File: src/rtl/dmem_pkg.sv
`default_nettype none
// ============================================================================
// Module   : dmem_pkg
// Brief    : Shared encodings and request-check helpers for data-memory access.
// Revision : 1.0 - initial release
// ============================================================================
package dmem_pkg;

    typedef enum logic [1:0] {
        ST_IDLE = 2'b00,
        ST_BUSY = 2'b01,
        ST_DONE = 2'b10,
        ST_ERR  = 2'b11
    } state_t;

    localparam logic [2:0] F3_B  = 3'b000;
    localparam logic [2:0] F3_H  = 3'b001;
    localparam logic [2:0] F3_W  = 3'b010;
    localparam logic [2:0] F3_BU = 3'b100;
    localparam logic [2:0] F3_HU = 3'b101;

    localparam logic [1:0] EXC_MISALIGN = 2'b01;
    localparam logic [1:0] EXC_ILLEGAL  = 2'b10;
    localparam logic [1:0] EXC_TIMEOUT  = 2'b11;

    // Stores have no unsigned variants, so any func3[2]=1 store is illegal.
    function automatic logic f3_illegal(input logic [2:0] func3, input logic we);
        logic bad;
        bad = 1'b0;
        case (func3)
            F3_B, F3_H, F3_W: bad = 1'b0;
            F3_BU, F3_HU:     bad = we;
            default:          bad = 1'b1;
        endcase
        return bad;
    endfunction

    function automatic logic f3_misaligned(input logic [2:0] func3, input logic [1:0] addr_lo);
        logic mis;
        mis = 1'b0;
        case (func3)
            F3_H, F3_HU: mis = addr_lo[0];
            F3_W:        mis = (addr_lo != 2'b00);
            default:     mis = 1'b0;
        endcase
        return mis;
    endfunction

endpackage
`default_nettype wire

File: src/rtl/dmem_load_align.sv
`default_nettype none
// ============================================================================
// Module   : dmem_load_align
// Brief    : Shifts a read word to the addressed lane and sign/zero-extends it.
// Revision : 1.0 - initial release
// ============================================================================
module dmem_load_align
    import dmem_pkg::*;
(
    input  logic [2:0]  func3,
    input  logic [1:0]  addr_lo,
    input  logic [31:0] word,
    output logic [31:0] ld_data
);

    logic [31:0] w_shifted;

    assign w_shifted = word >> {addr_lo, 3'b000};

    always_comb begin
        ld_data = w_shifted;
        case (func3)
            F3_B:    ld_data = {{24{w_shifted[7]}},  w_shifted[7:0]};
            F3_H:    ld_data = {{16{w_shifted[15]}}, w_shifted[15:0]};
            F3_BU:   ld_data = {24'h000000, w_shifted[7:0]};
            F3_HU:   ld_data = {16'h0000,   w_shifted[15:0]};
            default: ld_data = w_shifted;
        endcase
    end

endmodule
`default_nettype wire

File: src/rtl/dmem_access_ctrl.sv
`default_nettype none
// ============================================================================
// Module   : dmem_access_ctrl
// Brief    : MEM-stage load/store sequencer for a data bus with wait states.
// Revision : 1.0 - initial release
// ============================================================================
module dmem_access_ctrl
    import dmem_pkg::*;
#(
    parameter int TIMEOUT = 15,
    parameter int CNT_W   = 8
) (
    input  logic        clk,
    input  logic        rst_n,
    input  logic        mem_req,
    input  logic        mem_we,
    input  logic [2:0]  mem_func3,
    input  logic [31:0] mem_addr,
    input  logic [31:0] mem_wdata,
    output logic        stall,
    output logic        ld_valid,
    output logic [31:0] ld_data,
    output logic        exc_valid,
    output logic [1:0]  exc_code,
    output logic [31:0] exc_addr,
    output logic        dbus_req,
    output logic [3:0]  dbus_we,
    output logic [31:0] dbus_addr,
    output logic [31:0] dbus_wdata,
    input  logic [31:0] dbus_rdata,
    input  logic        dbus_ready
);

    localparam logic [CNT_W-1:0] c_cnt_last = CNT_W'(TIMEOUT - 1);

    state_t            r_state,      w_state;
    logic [31:0]       r_addr,       w_addr;
    logic [2:0]        r_func3,      w_func3;
    logic              r_we,         w_we;
    logic [CNT_W-1:0]  r_cnt,        w_cnt;
    logic              r_dbus_req,   w_dbus_req;
    logic [3:0]        r_dbus_we,    w_dbus_we;
    logic [31:0]       r_dbus_addr,  w_dbus_addr;
    logic [31:0]       r_dbus_wdata, w_dbus_wdata;
    logic [31:0]       r_ld_data,    w_ld_data;
    logic              r_ld_valid,   w_ld_valid;
    logic              r_exc_valid,  w_exc_valid;
    logic [1:0]        r_exc_code,   w_exc_code;
    logic [31:0]       r_exc_addr,   w_exc_addr;

    logic [31:0]       w_aligned;
    logic [3:0]        w_be;
    logic [31:0]       w_repl;

    dmem_load_align u_load_align (
        .func3   (r_func3),
        .addr_lo (r_addr[1:0]),
        .word    (dbus_rdata),
        .ld_data (w_aligned)
    );

    // Lane enables and replicated data; only legal store widths reach the bus.
    always_comb begin
        w_be   = 4'b1111;
        w_repl = mem_wdata;
        case (mem_func3)
            F3_B: begin
                w_be   = 4'b0001 << mem_addr[1:0];
                w_repl = {4{mem_wdata[7:0]}};
            end
            F3_H: begin
                w_be   = 4'b0011 << mem_addr[1:0];
                w_repl = {2{mem_wdata[15:0]}};
            end
            default: begin
                w_be   = 4'b1111;
                w_repl = mem_wdata;
            end
        endcase
    end

    always_ff @(posedge clk or negedge rst_n) begin
        if (!rst_n) begin
            r_state      <= ST_IDLE;
            r_addr       <= '0;
            r_func3      <= '0;
            r_we         <= 1'b0;
            r_cnt        <= '0;
            r_dbus_req   <= 1'b0;
            r_dbus_we    <= '0;
            r_dbus_addr  <= '0;
            r_dbus_wdata <= '0;
            r_ld_data    <= '0;
            r_ld_valid   <= 1'b0;
            r_exc_valid  <= 1'b0;
            r_exc_code   <= '0;
            r_exc_addr   <= '0;
        end else begin
            r_state      <= w_state;
            r_addr       <= w_addr;
            r_func3      <= w_func3;
            r_we         <= w_we;
            r_cnt        <= w_cnt;
            r_dbus_req   <= w_dbus_req;
            r_dbus_we    <= w_dbus_we;
            r_dbus_addr  <= w_dbus_addr;
            r_dbus_wdata <= w_dbus_wdata;
            r_ld_data    <= w_ld_data;
            r_ld_valid   <= w_ld_valid;
            r_exc_valid  <= w_exc_valid;
            r_exc_code   <= w_exc_code;
            r_exc_addr   <= w_exc_addr;
        end
    end

    always_comb begin
        w_state      = r_state;
        w_addr       = r_addr;
        w_func3      = r_func3;
        w_we         = r_we;
        w_cnt        = r_cnt;
        w_dbus_req   = r_dbus_req;
        w_dbus_we    = r_dbus_we;
        w_dbus_addr  = r_dbus_addr;
        w_dbus_wdata = r_dbus_wdata;
        w_ld_data    = r_ld_data;
        w_ld_valid   = 1'b0;
        w_exc_valid  = 1'b0;
        w_exc_code   = r_exc_code;
        w_exc_addr   = r_exc_addr;

        case (r_state)
            ST_IDLE: begin
                if (mem_req) begin
                    w_addr  = mem_addr;
                    w_func3 = mem_func3;
                    w_we    = mem_we;
                    if (f3_illegal(mem_func3, mem_we)) begin
                        w_state     = ST_ERR;
                        w_exc_valid = 1'b1;
                        w_exc_code  = EXC_ILLEGAL;
                        w_exc_addr  = mem_addr;
                    end else if (f3_misaligned(mem_func3, mem_addr[1:0])) begin
                        w_state     = ST_ERR;
                        w_exc_valid = 1'b1;
                        w_exc_code  = EXC_MISALIGN;
                        w_exc_addr  = mem_addr;
                    end else begin
                        w_state      = ST_BUSY;
                        w_cnt        = '0;
                        w_dbus_req   = 1'b1;
                        w_dbus_we    = mem_we ? w_be : 4'b0000;
                        w_dbus_addr  = {mem_addr[31:2], 2'b00};
                        w_dbus_wdata = w_repl;
                    end
                end
            end
            ST_BUSY: begin
                w_cnt = r_cnt + 1'b1;
                // Ready is checked first so a completion on the last cycle wins.
                if (dbus_ready) begin
                    w_state    = ST_DONE;
                    w_dbus_req = 1'b0;
                    w_dbus_we  = 4'b0000;
                    if (!r_we) begin
                        w_ld_valid = 1'b1;
                        w_ld_data  = w_aligned;
                    end
                end else if (r_cnt == c_cnt_last) begin
                    w_state     = ST_ERR;
                    w_dbus_req  = 1'b0;
                    w_dbus_we   = 4'b0000;
                    w_exc_valid = 1'b1;
                    w_exc_code  = EXC_TIMEOUT;
                    w_exc_addr  = r_addr;
                end
            end
            ST_DONE: w_state = ST_IDLE;
            ST_ERR:  w_state = ST_IDLE;
            default: w_state = ST_IDLE;
        endcase
    end

    assign stall      = ((r_state == ST_IDLE) && mem_req) || (r_state == ST_BUSY);
    assign ld_valid   = r_ld_valid;
    assign ld_data    = r_ld_data;
    assign exc_valid  = r_exc_valid;
    assign exc_code   = r_exc_code;
    assign exc_addr   = r_exc_addr;
    assign dbus_req   = r_dbus_req;
    assign dbus_we    = r_dbus_we;
    assign dbus_addr  = r_dbus_addr;
    assign dbus_wdata = r_dbus_wdata;

endmodule
`default_nettype wire

File: config.mk
export PLATFORM = sky130hd
export DESIGN_NAME = dmem_access_ctrl
export DESIGN_NICKNAME = d
export VERILOG_FILES = /design/src/rtl/dmem_pkg.sv /design/src/rtl/dmem_load_align.sv /design/src/rtl/dmem_access_ctrl.sv
export SDC_FILE = /design/constraint.sdc
export NUM_CORES = 1
export LEC_CHECK = 0
export ABC_CLOCK_PERIOD_IN_PS = 1750
export CAP_MARGIN = 20
export CORE_MARGIN = 2
export CORE_UTILIZATION = 41
export CTS_CLUSTER_SIZE = 30
export DETAILED_ROUTE_END_ITERATION = 16
export GPL_ROUTABILITY_DRIVEN = 0
export GPL_TIMING_DRIVEN = 0
export PLACE_DENSITY = 0.77
export SLEW_MARGIN = 20
export SYNTH_ARGS = -nofsm -noshare
export SYNTH_HDL_FRONTEND = slang
export SYNTH_SLANG_ARGS = --single-unit
File: constraint.sdc
create_clock -name clk -period 1.75 [get_ports clk]
set_input_delay 0.35 -clock clk [delete_from_list [all_inputs] [get_ports clk]]
set_output_delay 0.35 -clock clk [all_outputs]
set_load 0.005 [all_outputs]
==> flow_metrics.env <==
export IMPL_status="complete, but fails checks"
export IMPL_violations="setup timing"
export IMPL_rr_endpoint="ld_data[28]"
export IMPL_final_setup_skew_ps=13.58
export IMPL_die_y_um=144.7
export IMPL_ys_top_cells_by_area="dfrtp_1 (56%), nand2_1 (14%), mux2i_1 (9.1%), o21ai_0 (4.9%), o22a_1 (1.9%)"
export IMPL_drcViolationCount=0
export IMPL_grt_pass1_vias=7175
export IMPL_ys_types=44
export IMPL_multi_input_area_mm2=0.003679
export IMPL_syn_avg_cell_area_um2=9.482
export IMPL_die_width_um=144.7
export IMPL_avgRoutedWirePerCell_um=18.10
export IMPL_worstHoldStart="mem_addr[0]"
export IMPL_wirelength_mm=25.61
export IMPL_fin_crit_ps=1842
export IMPL_start_kind="flip-flop"
export IMPL_route_met2_wl_mm=12.40
export IMPL_synth_warnings=0
export IMPL_reg2reg_from="r_addr[1]"
export IMPL_drt_iter0_markers=401
export IMPL_finalHoldViolations=0
export IMPL_die_area_mm2=0.02094
export IMPL_grt_overflow=0
export IMPL_maxCapViolations=0
export IMPL_synth_edff_count=0
export IMPL_synth_top_cell_by_area="dfrtp_1"
export IMPL_top_layer_used="met4"
export IMPL_r2r_slack_ps=-90
export IMPL_setup_ws_ps=-92.07
export IMPL_grt_max_degree=84
export IMPL_setup_viol=25
export IMPL_r2r_cells=6
export IMPL_netlist_area_mm2=0.008117
export IMPL_drive_gt1_share_pct=17.57
export IMPL_min_path_cells=3
export IMPL_critPathRequiredTime_ps=2120
export IMPL_pre_cts_ws_ps=-1249
export IMPL_syn_instance_count=856
export IMPL_worstPathMaxFanout=6
export IMPL_worstPathArrival_ps=2210
export IMPL_tightest_slew_ps=939.2
export IMPL_whs_endpoint="r_addr[0]"
export IMPL_fin_setup_tns_ps=-1168
export IMPL_ys_seq_area_share_pct=55.80
export IMPL_final_common_cell="nand2_1"
export IMPL_cts_buffers=17
export IMPL_instances_no_fill=1415
export IMPL_p_per_area_mw_per_mm2=1691
export IMPL_clkTransAtPathRegs_ps=70
export IMPL_antenna_found_initial=0
export IMPL_clock_fmax_mhz=542.9
export IMPL_dpl_cell_area_mm2=0.01088
export IMPL_area_growth_pct=50.99
export IMPL_cts_sinks=181
export IMPL_grt_pass1_wl_mm=38.21
export IMPL_nets=1243
export IMPL_hold_path_class="input port to flip-flop"
export IMPL_path_class="flip-flop to flip-flop"
export IMPL_min_period_over_period_pct=105.3
export IMPL_rsz0062_at_grt="true"
export IMPL_p_leak_uw=0.005773
export IMPL_peakVddDrop_mv=0.9024
export IMPL_portBuffers=235
export IMPL_cts_tree="built"
export IMPL_slew_limit_headroom_pct=37.05
export IMPL_grt_use_total_pct=23.93
export IMPL_drt_met1_wl_mm=10.59
export IMPL_fin_area_mm2=0.01226
export IMPL_clock_path_buffers=2
export IMPL_ctsRootBufferMaster="clkbuf_16"
export IMPL_finalMaxSlewViolations=0
export IMPL_ant_nets=0
export IMPL_crit_path_end_kind="flip-flop"
export IMPL_fillCellCount=1553
export IMPL_dp_cells=1359
export IMPL_ioPinCount=242
export IMPL_dpl_hpwl_mm=17.76
export IMPL_yosys_area_top_type_share_pct=55.80
export IMPL_core_area_mm2=0.01946
export IMPL_initial_core_util_pct=41.70
export IMPL_ys_ff_latch=181
export IMPL_synthArstFlopShare_pct=100.0
export IMPL_viasPerCell=5.140
export IMPL_first_pass_iters=5
export IMPL_regArea_mm2=0.004534
export IMPL_synth_flop_cell="dfrtp_1"
export IMPL_wl_met3_mm=2.045
export IMPL_rows=51
export IMPL_final_cell_mix="nand2_1 (275), clkdlybuf4s50_1 (213), dfrtp_1 (177)"
export IMPL_h_tree_depth=4
export IMPL_n_antenna_cell=0
export IMPL_clkLatencyLatePin_ps=440
export IMPL_dr_total_vias=7273
## power by group
| part | switching [uW] | internal [uW] | total [uW] |
|---|---|---|---|
| registers | 1340 | 6150 | 7490 |
| clock network | 1770 | 2020 | 3790 |
| logic | 4250 | 5190 | 9440 |
| total | 7370 | 13400 | 20700 |
## through the flow
step / power, uW / hold slack, ps / utilization (%)
4_1_cts: 19940 / 219.7 / 60.30
5_1_grt: 22040 / 249.2 / 62.97
3_3_place_gp: 15480 / 456.8 / 55.58
2_1_floorplan: 11010 / 54.41 / -
3_5_place_dp: 15720 / 239.8 / 55.89
6_report: 20720 / 238.8 / 62.97
## what timing repair did
item,CTS,global route
buffers inserted,13,8
gates resized for setup,69,156
endpoints found under the hold margin,34,0
gates cloned,1,5
pin swaps,11,57
hold buffers,1,0
endpoints found under the setup margin,172,140
## area by class of cell
| type | count | share of cell area (%) |
|---|---|---|
| timing repair buffer | 264 | 22.45 |
| inverter | 6 | 0.2042 |
| clock inverter | 12 | 1.113 |
| clock buffer | 20 | 3.563 |
| sequential | 181 | 37.00 |
| multi-input combinational | 612 | 30.02 |
| buffer | 55 | 2.950 |
| tap | 265 | 2.705 |
## worst max-delay path by stage
stage | slack [ps] | cells past startpoint | end | from
2_1_floorplan | -60 | 7 | ld_data[15] | r_addr[1]
3_3_place_gp | -7330 | 1 | dbus_wdata[6] | rst_n
3_5_place_dp | -1250 | 7 | dbus_addr[26] | mem_addr[1]
4_1_cts | -160 | 7 | ld_data[26] | r_addr[1]
5_1_grt | -150 | 6 | ld_data[28] | r_addr[1]
6_report | -90 | 6 | ld_data[28] | r_addr[1]
## kinds of logic (layout without fill, tap and decap cells)
family                   count (synthesis)  in the layout  synth area share (%)
AND/OR/NAND/NOR                        378            378                 19.04
flip-flops                             181            181                 55.80
AO/OA/AOI/OAI                          147            147                 10.90
multiplexers                            83             83                 10.42
buffers and inverters                   64            357                 3.484
adder cells (fa/ha/maj)                  2              2                0.3083
other                                    1              2               0.04620
## worst max-delay path, stage by stage, from the launching register on
cell	delay, ps
dfrtp_2	450
mux2i_2	170
mux2_4	270
mux2_4	280
o31ai_4	300
buf_6	170
o22a_1	140
## state kept, by name, indices dropped and copies added (netlist names)
register and count:
dbus_wdata 32, exc_addr 32, ld_data 32, r_addr 32, dbus_addr 30, r_cnt 8, dbus_we 4, r_func3 3
exc_code 2, r_state 2, dbus_req 1, exc_valid 1, ld_valid 1, r_we 1
## routing by layer
metal | up-vias | GRT usage (%)
li1 | 3415 | -
met4 | 0 | 7.869
met3 | 40 | 7.173
met2 | 278 | 39.99
met5 | - | 0
met1 | 3540 | 29.82
## cell usage after synthesis, types with 2 or more instances
| library cell | count |
|---|---|
| mux2i_1 | 74 |
| buf_4 | 2 |
| buf_2 | 16 |
| buf_6 | 2 |
| o21ai_0 | 79 |
| or3_1 | 2 |
| nor2b_1 | 11 |
| o22a_1 | 18 |
| nand3_1 | 3 |
| o31ai_1 | 2 |
| nor2_1 | 25 |
| or2_2 | 3 |
| mux2_2 | 8 |
| dfrtp_1 | 181 |
| inv_1 | 6 |
| o2bb2ai_1 | 2 |
| a211oi_1 | 7 |
| a21o_1 | 3 |
| nand3b_1 | 3 |
| nand2_1 | 307 |
| buf_1 | 5 |
| nand2b_1 | 4 |
| and2_1 | 8 |
| nor3_1 | 3 |
| ha_1 | 2 |
| or4_1 | 3 |
| a21oi_1 | 27 |
| clkbuf_1 | 33 |
| a22oi_1 | 2 |
Note: power is estimated with default switching activity, not from simulation.
